===== src/rtl/week6_ex1_lut3_pipeline.sv =====
// Bitwise 3-input LUT behind an elastic valid/ready pipeline, with a built-in
// self-test that sweeps all eight input combinations through the datapath.
module week6_ex1_lut3_pipeline #(
   parameter int unsigned WIDTH  = 8,
   parameter logic [7:0]  TT     = 8'h8B,
   parameter int unsigned STAGES = 2
) (
   input  logic             clk,
   input  logic             rst_n,
   input  logic             in_valid,
   output logic             in_ready,
   input  logic [WIDTH-1:0] a,
   input  logic [WIDTH-1:0] b,
   input  logic [WIDTH-1:0] c,
   output logic             out_valid,
   input  logic             out_ready,
   output logic [WIDTH-1:0] y,
   input  logic             fault_inject,
   input  logic             selftest_start,
   output logic             selftest_busy,
   output logic             selftest_done,
   output logic             selftest_pass,
   output logic [3:0]       err_count
);

   localparam int unsigned CNT_W = 4;

   typedef enum logic [1:0] {ST_IDLE, ST_RUN, ST_DRAIN, ST_DONE} state_e;

   state_e             state_q, state_d;
   logic [2:0]         idx_q, idx_d;
   logic [CNT_W-1:0]   ret_q, ret_d;
   logic [CNT_W-1:0]   err_q, err_d;
   logic               pass_q, pass_d;
   logic               busy_q, busy_d;
   logic               done_q, done_d;
   logic               live_q;

   logic [STAGES-1:0]  valid_q, valid_d;
   logic [WIDTH-1:0]   data_q [STAGES];
   logic [WIDTH-1:0]   data_d [STAGES];

   logic [STAGES-1:0]  load_c;
   logic               bist_own_c;
   logic               drain_last_c;
   logic               src_valid_c;
   logic [WIDTH-1:0]   src_data_c;
   logic [WIDTH-1:0]   check_exp_c;

   function automatic logic [WIDTH-1:0] lut3(input logic [WIDTH-1:0] fa,
                                             input logic [WIDTH-1:0] fb,
                                             input logic [WIDTH-1:0] fc);
      logic [WIDTH-1:0] r;
      r = '0;
      for (int i = 0; i < WIDTH; i++) begin
         r[i] = TT[{fa[i], fb[i], fc[i]}];
      end
      return r;
   endfunction

   // Load/drain chain: a stage loads when empty or when it moves on this cycle.
   always_comb begin
      bist_own_c   = (state_q == ST_RUN) || (state_q == ST_DRAIN);
      drain_last_c = valid_q[STAGES-1] & (bist_own_c | out_ready);
      load_c       = '0;
      load_c[STAGES-1] = ~valid_q[STAGES-1] | drain_last_c;
      for (int k = STAGES - 2; k >= 0; k--) begin
         load_c[k] = ~valid_q[k] | load_c[k+1];
      end
      in_ready = live_q & (state_q == ST_IDLE) & load_c[0];
   end

   // Stage-0 source: BIST pattern while running, otherwise the external operands.
   always_comb begin
      src_valid_c = 1'b0;
      src_data_c  = '0;
      if (state_q == ST_RUN) begin
         src_valid_c = 1'b1;
         src_data_c  = lut3({WIDTH{idx_q[2]}}, {WIDTH{idx_q[1]}}, {WIDTH{idx_q[0]}});
      end else begin
         src_valid_c = in_valid & in_ready;
         src_data_c  = lut3(a, b, c);
      end
      src_data_c = src_data_c ^ WIDTH'(fault_inject);
   end

   always_comb begin
      valid_d = valid_q;
      for (int k = 0; k < STAGES; k++) begin
         data_d[k] = data_q[k];
      end
      if (load_c[0]) begin
         valid_d[0] = src_valid_c;
         if (src_valid_c) data_d[0] = src_data_c;
      end
      for (int k = 1; k < STAGES; k++) begin
         if (load_c[k]) begin
            valid_d[k] = valid_q[k-1];
            if (valid_q[k-1]) data_d[k] = data_q[k-1];
         end
      end
   end

   always_ff @(posedge clk or negedge rst_n) begin
      if (!rst_n) begin
         valid_q <= '0;
         for (int k = 0; k < STAGES; k++) begin
            data_q[k] <= '0;
         end
      end else begin
         valid_q <= valid_d;
         for (int k = 0; k < STAGES; k++) begin
            data_q[k] <= data_d[k];
         end
      end
   end

   // BIST sequencing and result checking; a returned beat fails when any bit
   // the truth table says must be set has come back cleared.
   always_comb begin
      state_d     = state_q;
      idx_d       = idx_q;
      ret_d       = ret_q;
      err_d       = err_q;
      pass_d      = pass_q;
      check_exp_c = {WIDTH{TT[ret_q[2:0]]}};
      unique case (state_q)
         ST_IDLE: begin
            if (selftest_start && (valid_q == '0)) begin
               err_d   = '0;
               ret_d   = '0;
               idx_d   = '0;
               state_d = ST_RUN;
            end
         end
         ST_RUN: begin
            idx_d = 3'(idx_q + 3'd1);
            if (idx_q == 3'd7) state_d = ST_DRAIN;
         end
         ST_DRAIN: begin
            state_d = ST_DRAIN;
         end
         ST_DONE: begin
            state_d = ST_IDLE;
         end
         default: begin
            state_d = ST_IDLE;
         end
      endcase
      if (bist_own_c && valid_q[STAGES-1]) begin
         ret_d = CNT_W'(ret_q + 1'b1);
         if ((data_q[STAGES-1] & check_exp_c) != check_exp_c) begin
            err_d = CNT_W'(err_q + 1'b1);
         end
         if (ret_q == CNT_W'(7)) state_d = ST_DONE;
      end
      if (state_d == ST_DONE) pass_d = (err_d == '0);
      busy_d = (state_d == ST_RUN) || (state_d == ST_DRAIN);
      done_d = (state_d == ST_DONE);
   end

   always_ff @(posedge clk or negedge rst_n) begin
      if (!rst_n) begin
         state_q <= ST_IDLE;
         idx_q   <= '0;
         ret_q   <= '0;
         err_q   <= '0;
         pass_q  <= 1'b0;
         busy_q  <= 1'b0;
         done_q  <= 1'b0;
         live_q  <= 1'b0;
      end else begin
         state_q <= state_d;
         idx_q   <= idx_d;
         ret_q   <= ret_d;
         err_q   <= err_d;
         pass_q  <= pass_d;
         busy_q  <= busy_d;
         done_q  <= done_d;
         live_q  <= 1'b1;
      end
   end

   // BIST results never reach the external consumer.
   assign out_valid     = valid_q[STAGES-1] & ~busy_q;
   assign y             = data_q[STAGES-1];
   assign selftest_busy = busy_q;
   assign selftest_done = done_q;
   assign selftest_pass = pass_q;
   assign err_count     = err_q;

endmodule


===== config.mk =====
export PLATFORM = sky130hd
export DESIGN_NAME = week6_ex1_lut3_pipeline
export DESIGN_NICKNAME = d
export VERILOG_FILES = /design/src/rtl/week6_ex1_lut3_pipeline.sv
export SDC_FILE = /design/constraint.sdc
export NUM_CORES = 1
export LEC_CHECK = 0
export CORE_AREA = 2 2 66 68
export DETAILED_ROUTE_END_ITERATION = 6
export DIE_AREA = 0 0 68 70
export PLACE_DENSITY = 0.82
export SLEW_MARGIN = 20
export SYNTH_ARGS = -nofsm -noshare
export SYNTH_HDL_FRONTEND = slang
export SYNTH_SLANG_ARGS = --single-unit

===== constraint.sdc =====
create_clock -name clk -period 2.5 [get_ports clk]
set_clock_uncertainty 0.1 [all_clocks]
set_input_delay 0.375 -clock clk [delete_from_list [all_inputs] [get_ports clk]]
set_output_delay 0.375 -clock clk [all_outputs]
set_load 0.01 [all_outputs]

Yosys cells after proc, flatten, opt, wreduce, memory -nomap -nowiden
Memory sizes are Yosys's and may differ from the RTL's.
Cells that the tools add are included.
{"block": "word_totals", "mem_count": 10, "output_inout_bits": 17, "ff_bits": 35, "mem_bits_ro": 80}
{"name": "(no name shown)", "words": 8, "word_bits": 1, "rd": 1, "rd_clocked_by_memory_dff": 0, "write_ports": 0, "line": "126", "rtl": "check_exp_c = {WIDTH{TT[ret_q[2:0]]}};"}
{"name": "(no name shown)", "words": 8, "word_bits": 1, "rd": 1, "rd_clocked_by_memory_dff": 0, "write_ports": 0, "line": "56", "rtl": "r[i] = TT[{fa[i], fb[i], fc[i]}];"}
{"name": "(no name shown)", "words": 8, "word_bits": 1, "rd": 1, "rd_clocked_by_memory_dff": 0, "write_ports": 0, "line": "56"}
{"name": "(no name shown)", "words": 8, "word_bits": 1, "rd": 1, "rd_clocked_by_memory_dff": 0, "write_ports": 0, "line": "56"}
{"name": "(no name shown)", "words": 8, "word_bits": 1, "rd": 1, "rd_clocked_by_memory_dff": 0, "write_ports": 0, "line": "56"}
{"name": "(no name shown)", "words": 8, "word_bits": 1, "rd": 1, "rd_clocked_by_memory_dff": 0, "write_ports": 0, "line": "56"}
{"name": "+4 memories"}
{"block": "classes", "n_bitwise": 13, "order_cmp": 10, "n_mux": 26, "n_reduce_logical": 14, "n_eq_ne": 10, "n_addsub": 3}
{"operator": "3-bit by 4-bit less-than comparator with 1-bit output (second input constant)", "n": 10}
{"operator": "4-bit two-way mux", "n": 7}
{"operator": "1-bit two-way mux", "n": 11}
{"operator": "4-bit by 1-bit adder with 4-bit output (second input constant)", "n": 2}
{"operator": "8-bit bitwise AND", "n": 1}
{"operator": "2-bit == test (second input constant)", "n": 4}
{"operator": "2-bit two-way mux", "n": 4}
{"operator": "8-bit two-way mux", "n": 1}
{"operator": "8-bit != test", "n": 1}
{"operator": "2-bit one-hot mux with 4 select lines", "n": 1}
{"operator": "2-bit AND reduction", "n": 4}
{"operator": "8-bit by 1-bit bitwise XOR with 8-bit output", "n": 1}
{"operator": "3-bit one-hot mux with 2 select lines", "n": 1}
{"operator": "2-bit nonzero test", "n": 3}
{"operator": "1-bit bitwise AND", "n": 5}
{"operator": "2-bit by 1-bit == test with 1-bit output (second input constant)", "n": 2}
{"operator": "4-bit by 3-bit == test with 1-bit output (second input constant)", "n": 1}
{"operator": "2-bit logical NOT", "n": 2}
{"operator": "4-bit logical NOT", "n": 1}
{"operator": "3-bit by 1-bit adder with 3-bit output (second input constant)", "n": 1}
{"operator": "3-bit == test (second input constant)", "n": 1}
{"operator": "3-bit two-way mux", "n": 1}
{"operator": "1-bit NOT", "n": 3}
{"operator": "1-bit bitwise OR", "n": 3}
{"operator": "other kinds (3)", "n": 5}

Depth between registers and ports, before layout
{"block": "logic_depth", "word_depth": 10, "depth_mapped": 10, "mapped_depth_nobuf": 10}

Least setup slack after synthesis
OpenSTA, ideal clock, no wires.
{"block": "synth_path", "path_kind": "register -> register", "from": "register state_q[1]", "to": "register pass_q (netlist: selftest_pass)", "path_slack_ps": 455, "path_buffers": 1, "path_stages_with_launch": 9, "arrival_ps": 1841, "t_required_ps": 2297, "path_cell_list": "dfrtp_1 > inv_1 > ha_1 > clkbuf_1 > nor2_1 > o21ai_0 > ha_1 > inv_1 > o41ai_2"}
{"block": "synth_between", "elab_chain_len": 5}
{"item": "from (decl)", "line": "30", "rtl": "state_e state_q, state_d;"}
{"item": "from (signal assigned)", "line": "173", "rtl": "state_q <= state_d;"}
{"item": "2-bit == test (tied with other cells)", "line": "127", "rtl": "unique case (state_q)"}
{"item": "2-bit one-hot mux with 4 select lines / 1-bit logical OR (equally long branches)", "line": "127, 63"}
{"item": "2-bit two-way mux / 1-bit logical AND (equally long branches)", "line": "155, 150"}
{"item": "2-bit two-way mux (*)", "line": "150", "rtl": "if (bist_own_c && valid_q[STAGES-1]) begin"}
{"item": "via state_d[1]", "line": "30"}
{"item": "2-bit == test (*)", "line": "157", "rtl": "if (state_d == ST_DONE) pass_d = (err_d == '0);"}
{"item": "to (signal assigned)", "line": "177", "rtl": "pass_q <= pass_d;"}
{"item": "to (decl)", "line": "34", "rtl": "logic pass_q, pass_d;"}
Mark *: on every way through the listed nets, which the timed path passes. The rest lies on a longest branch.
A chain may end at the register's enable or synchronous reset.

Worst setup path after layout
{"block": "layout_path", "from": "register state_q[0]", "to": "output port in_ready"}
{"block": "layout_between", "elab_chain_len": 7}
{"item": "2-bit by 1-bit == test with 1-bit output / 2-bit == test (equally long branches)", "line": "63", "rtl": "bist_own_c = (state_q == ST_RUN) || (state_q == ST_DRAIN);"}
{"item": "1-bit logical OR", "line": "63"}
{"item": "1-bit bitwise OR", "line": "64", "rtl": "drain_last_c = valid_q[STAGES-1] & (bist_own_c | out_ready);"}
{"item": "1-bit bitwise AND", "line": "64"}
{"item": "1-bit bitwise OR", "line": "66", "rtl": "load_c[STAGES-1] = ~valid_q[STAGES-1] | drain_last_c;"}
{"item": "1-bit bitwise OR", "line": "68", "rtl": "load_c[k] = ~valid_q[k] | load_c[k+1];"}
{"item": "1-bit bitwise AND (*)", "line": "70", "rtl": "in_ready = live_q & (state_q == ST_IDLE) & load_c[0];"}
{"item": "to (decl)", "line": "11", "rtl": "output logic in_ready,"}
Mark *: on every way between the ends. The rest lies on a longest branch, timed or not.

==> impl_summary.md <==
STA
The slack of the critical path is 0.185 ns. For the pin with the worst max-slew slack, the measured transition is 0.645 ns. The headroom to the max-slew limit is 57.0%. The total negative slack is 0 ns. The share of the cycle needed by the critical path after routing is 92.6%. The final max-slew violation count is 0. The number of setup violations in the final report is 0.

On the final layout, the worst hold slack is 0.373 ns. The number of hold-slack violations in the final timing report is 0. The minimum period implied by the final worst setup slack is 2.32 ns. Setup repair after global routing left no endpoint under its margin. The maximum operating frequency is 432 MHz.

Route
The first detailed-routing pass took 4 iterations. The routed via count is 1432. The average vias per placed instance is 5.28. The average wire per cell in the routed design is 13.2 um. The sum of routed wire length over all layers is 3570 um.

In this run the remaining antenna-violating nets after routing total 0. The first routing iteration left 63 violations. The DRC violation count after routing is 0.

Yosys
The share of synthesized area in the top cell type comes to 49.1%. The number of distinct standard cells referenced by the synthesized netlist is 35. Of all flip-flops after synthesis, the portion carrying an async set or reset was 100%.

The dominant cell by count in the synthesized netlist is sky130_fd_sc_hd__dfrtp_1. The post-synthesis average cell area is 10.4 um^2. In the post-synthesis netlist, the biggest area contributors are sky130_fd_sc_hd__dfrtp_1, sky130_fd_sc_hd__ha_1, sky130_fd_sc_hd__mux2_2. Sorting the synthesized cells by how often they occur yields sky130_fd_sc_hd__dfrtp_1, sky130_fd_sc_hd__nand2_1, sky130_fd_sc_hd__nor2_1.

The register bit total from synthesis is 35. The gate count of the mapped netlist is 172. The Yosys step of the flow raised 0 warnings. sky130_fd_sc_hd__dfrtp_1 takes more of the synthesized area than any other cell.

The number of nets produced by synthesis is 211. The proportion of synthesized chip area in sequential cells is 49.1%. Summing every instance area after synthesis gives 1780 um^2. The most used flip-flop cell after synthesis is sky130_fd_sc_hd__dfrtp_1. The synthesized design contains 0 enable-type register cells.

Layout
The final layout net count is 259. The number of antenna diodes in the final layout is 0. Cells fill 56.9% of the core in the end. The fraction of final layout cells with drive strength greater than 1 is 12.8%. After routing the design area is 2360 um^2. The synthesis-to-layout area growth is 32.1%. The number of fill cells in the layout is 369.

Clock network
TritonCTS built the clock tree. The deepest level of the CTS H-tree is 2. Clock latency on the worst-skew pair, taken at its later pin, is 0.28 ns. The clock transition at the registers of the reported paths is 0.06 ns. The cell chosen for the clock root is sky130_fd_sc_hd__clkbuf_8. The number of buffers created by CTS is 5. The hold buffer count at cts is 0. For this design, the sink count on the clock tree is 35.

No sink is reached through more buffers than the 2 on the longest clock path.

Floorplan
In this run the vertical extent of the chip is 70 um. The starting density of the core is 43.0%. The floorplan has 24 rows. After floorplanning, the core was sized to cover 4140 um^2. In this run the count of I/O pins placed on the die edge is 47. The floorplan die width is 68 um. The die covers 4760 um^2.

Placement
After detailed placement, the total cell area comes to 2270 um^2. The count of input and output buffers is 46. The HPWL after detailed placement is 2720 um. The final weighted congestion in routability-driven placement is 0.894. The placement-stage worst setup slack is 0.0840 ns.

Outcome
The run finished with clean final reports.

Worst setup path
The worst path required time is 2.03 ns. The kind of start point of the critical path is a flip-flop. The kind of end point of the critical path is an output pin.

The critical path start-end classification is flip-flop to output pin. For the worst setup path, the data arrival time is 1.84 ns. The highest net fanout along the worst path is 3.

Pwr
The peak ir drop on the vdd network is 0.000546 V. For this design the static power due to leakage is 0.986 nW. The total power per unit cell area is 1110 nW/um^2.

Run
Max-cap violations in this run came to 0.

Global route
The total congestion overflow after global routing is 0. The total track usage is 17.2%. The number of antenna violations at the first check in global routing came to 0. The first-pass GRT wire length is 6180 um.

The pin count of the biggest net entering global routing is 36. The number of global-route vias before repair was 1389.

Worst hold path
The path class of the lowest-slack min-delay path is flip-flop to flip-flop.
==> metrics by stage <==
step           instances  power (mW)
2_1_floorplan        172        1.83
3_3_place_gp         264        2.21
6_report             271        2.62
3_5_place_dp         264        2.26
5_1_grt              271        2.83
4_1_cts              271        2.65
==> placed cells by master, fill, tap and decap left out, types with 2 or more instances in the layout <==
cell type                          n
sky130_fd_sc_hd__clkdlybuf4s50_1  45
sky130_fd_sc_hd__dfrtp_1          35
sky130_fd_sc_hd__nand2_1          18
sky130_fd_sc_hd__nor2_1           17
sky130_fd_sc_hd__a21oi_1          15
sky130_fd_sc_hd__o21ai_0           9
sky130_fd_sc_hd__mux2_2            9
sky130_fd_sc_hd__ha_1              9
sky130_fd_sc_hd__o211ai_1          7
sky130_fd_sc_hd__o21a_1            7
sky130_fd_sc_hd__buf_4             6
sky130_fd_sc_hd__clkbuf_8          5
sky130_fd_sc_hd__and2_1            3
sky130_fd_sc_hd__mux2i_1           3
sky130_fd_sc_hd__nand3_1           3
sky130_fd_sc_hd__inv_1             2
sky130_fd_sc_hd__xnor2_1           2
sky130_fd_sc_hd__nand4_1           2
sky130_fd_sc_hd__a32o_1            2
==> layer usage <==
layer,up-vias,GRT usage (%),part of all wire (%)
met2,32,26.1,49
met4,0,7.11,2.1
li1,699,-,-
met5,-,0,0
met1,693,23.0,45
met3,8,4.83,3.9
==> kinds of logic (layout without fill, tap and decap cells) <==
group / count (synthesis) / count (layout) / share of synthesized area, %
adders and majority gates: 9 / 9 / 6.32
and+or+nand+nor: 53 / 53 / 14.5
DFF: 35 / 35 / 49.1
other: 1 / 1 / 0.210
AOI/OAI and AO/OA: 45 / 45 / 16.3
buffers and inverters: 14 / 61 / 4.77
xor gates and xnor gates: 3 / 3 / 1.47
muxes: 12 / 12 / 7.37
==> report_power, final <==
group	switching, mW	internal, mW	leakage (nW)
Clock	0.181	0.185	0.0371
Combinational	0.576	0.663	0.526
Sequential	0.202	0.811	0.422
Total	0.958	1.66	0.986
==> what timing repair did <==
item / CTS / global route
setup buffers: 1 / 0
endpoints found under the setup margin: 1 / 0
gates resized for setup: 3 / 0
==> final cells by class <==
cell class | instances | area, um^2 | share of cell area (%)
multi-input combinational | 123 | 827 | 35.1
inverter | 3 | 11.3 | 0.478
sequential | 35 | 876 | 37.2
timing repair buffer | 52 | 504 | 21.4
tap | 52 | 65.1 | 2.76
clock buffer | 6 | 72.6 | 3.08
==> state kept, by name (all words and copies together) (netlist names), 2 cells and up <==
name and cells:
idx_q 3, ret_q 4, state_q 2, y 8, data_q 8, err_count 4
valid_q 2
==> final timing paths <==
path | from | to | slack, ns | cells past startpoint
setup / recovery | state_q[0]$_DFF_PN0_ | in_ready | 0.18 | 6
min in group asynchronous | rst_n | y[5]$_DFFE_PN0P_ | 0.40 | 2
hold / removal | selftest_pass$_DFFE_PN0N_ | selftest_pass$_DFFE_PN0N_ | 0.37 | 2
setup reg to reg | state_q[0]$_DFF_PN0_ | data_q[9]$_DFFE_PN0P_ | 0.29 | 8
hold reg to reg | selftest_pass$_DFFE_PN0N_ | selftest_pass$_DFFE_PN0N_ | 0.37 | 2
max in group asynchronous | rst_n | live_q$_DFF_PN0_ | 1.58 | 2
==> critical path, cell delays in order (launching register included) <==
cell and delay, ns:
sky130_fd_sc_hd__dfrtp_1 0.37, sky130_fd_sc_hd__inv_1 0.08, sky130_fd_sc_hd__ha_1 0.34, sky130_fd_sc_hd__nor3b_2 0.21, sky130_fd_sc_hd__nand2_1 0.09, sky130_fd_sc_hd__and3_1 0.18
sky130_fd_sc_hd__dlygate4sd2_1 0.28
No activity file was read; power rests on OpenSTA's default activity.
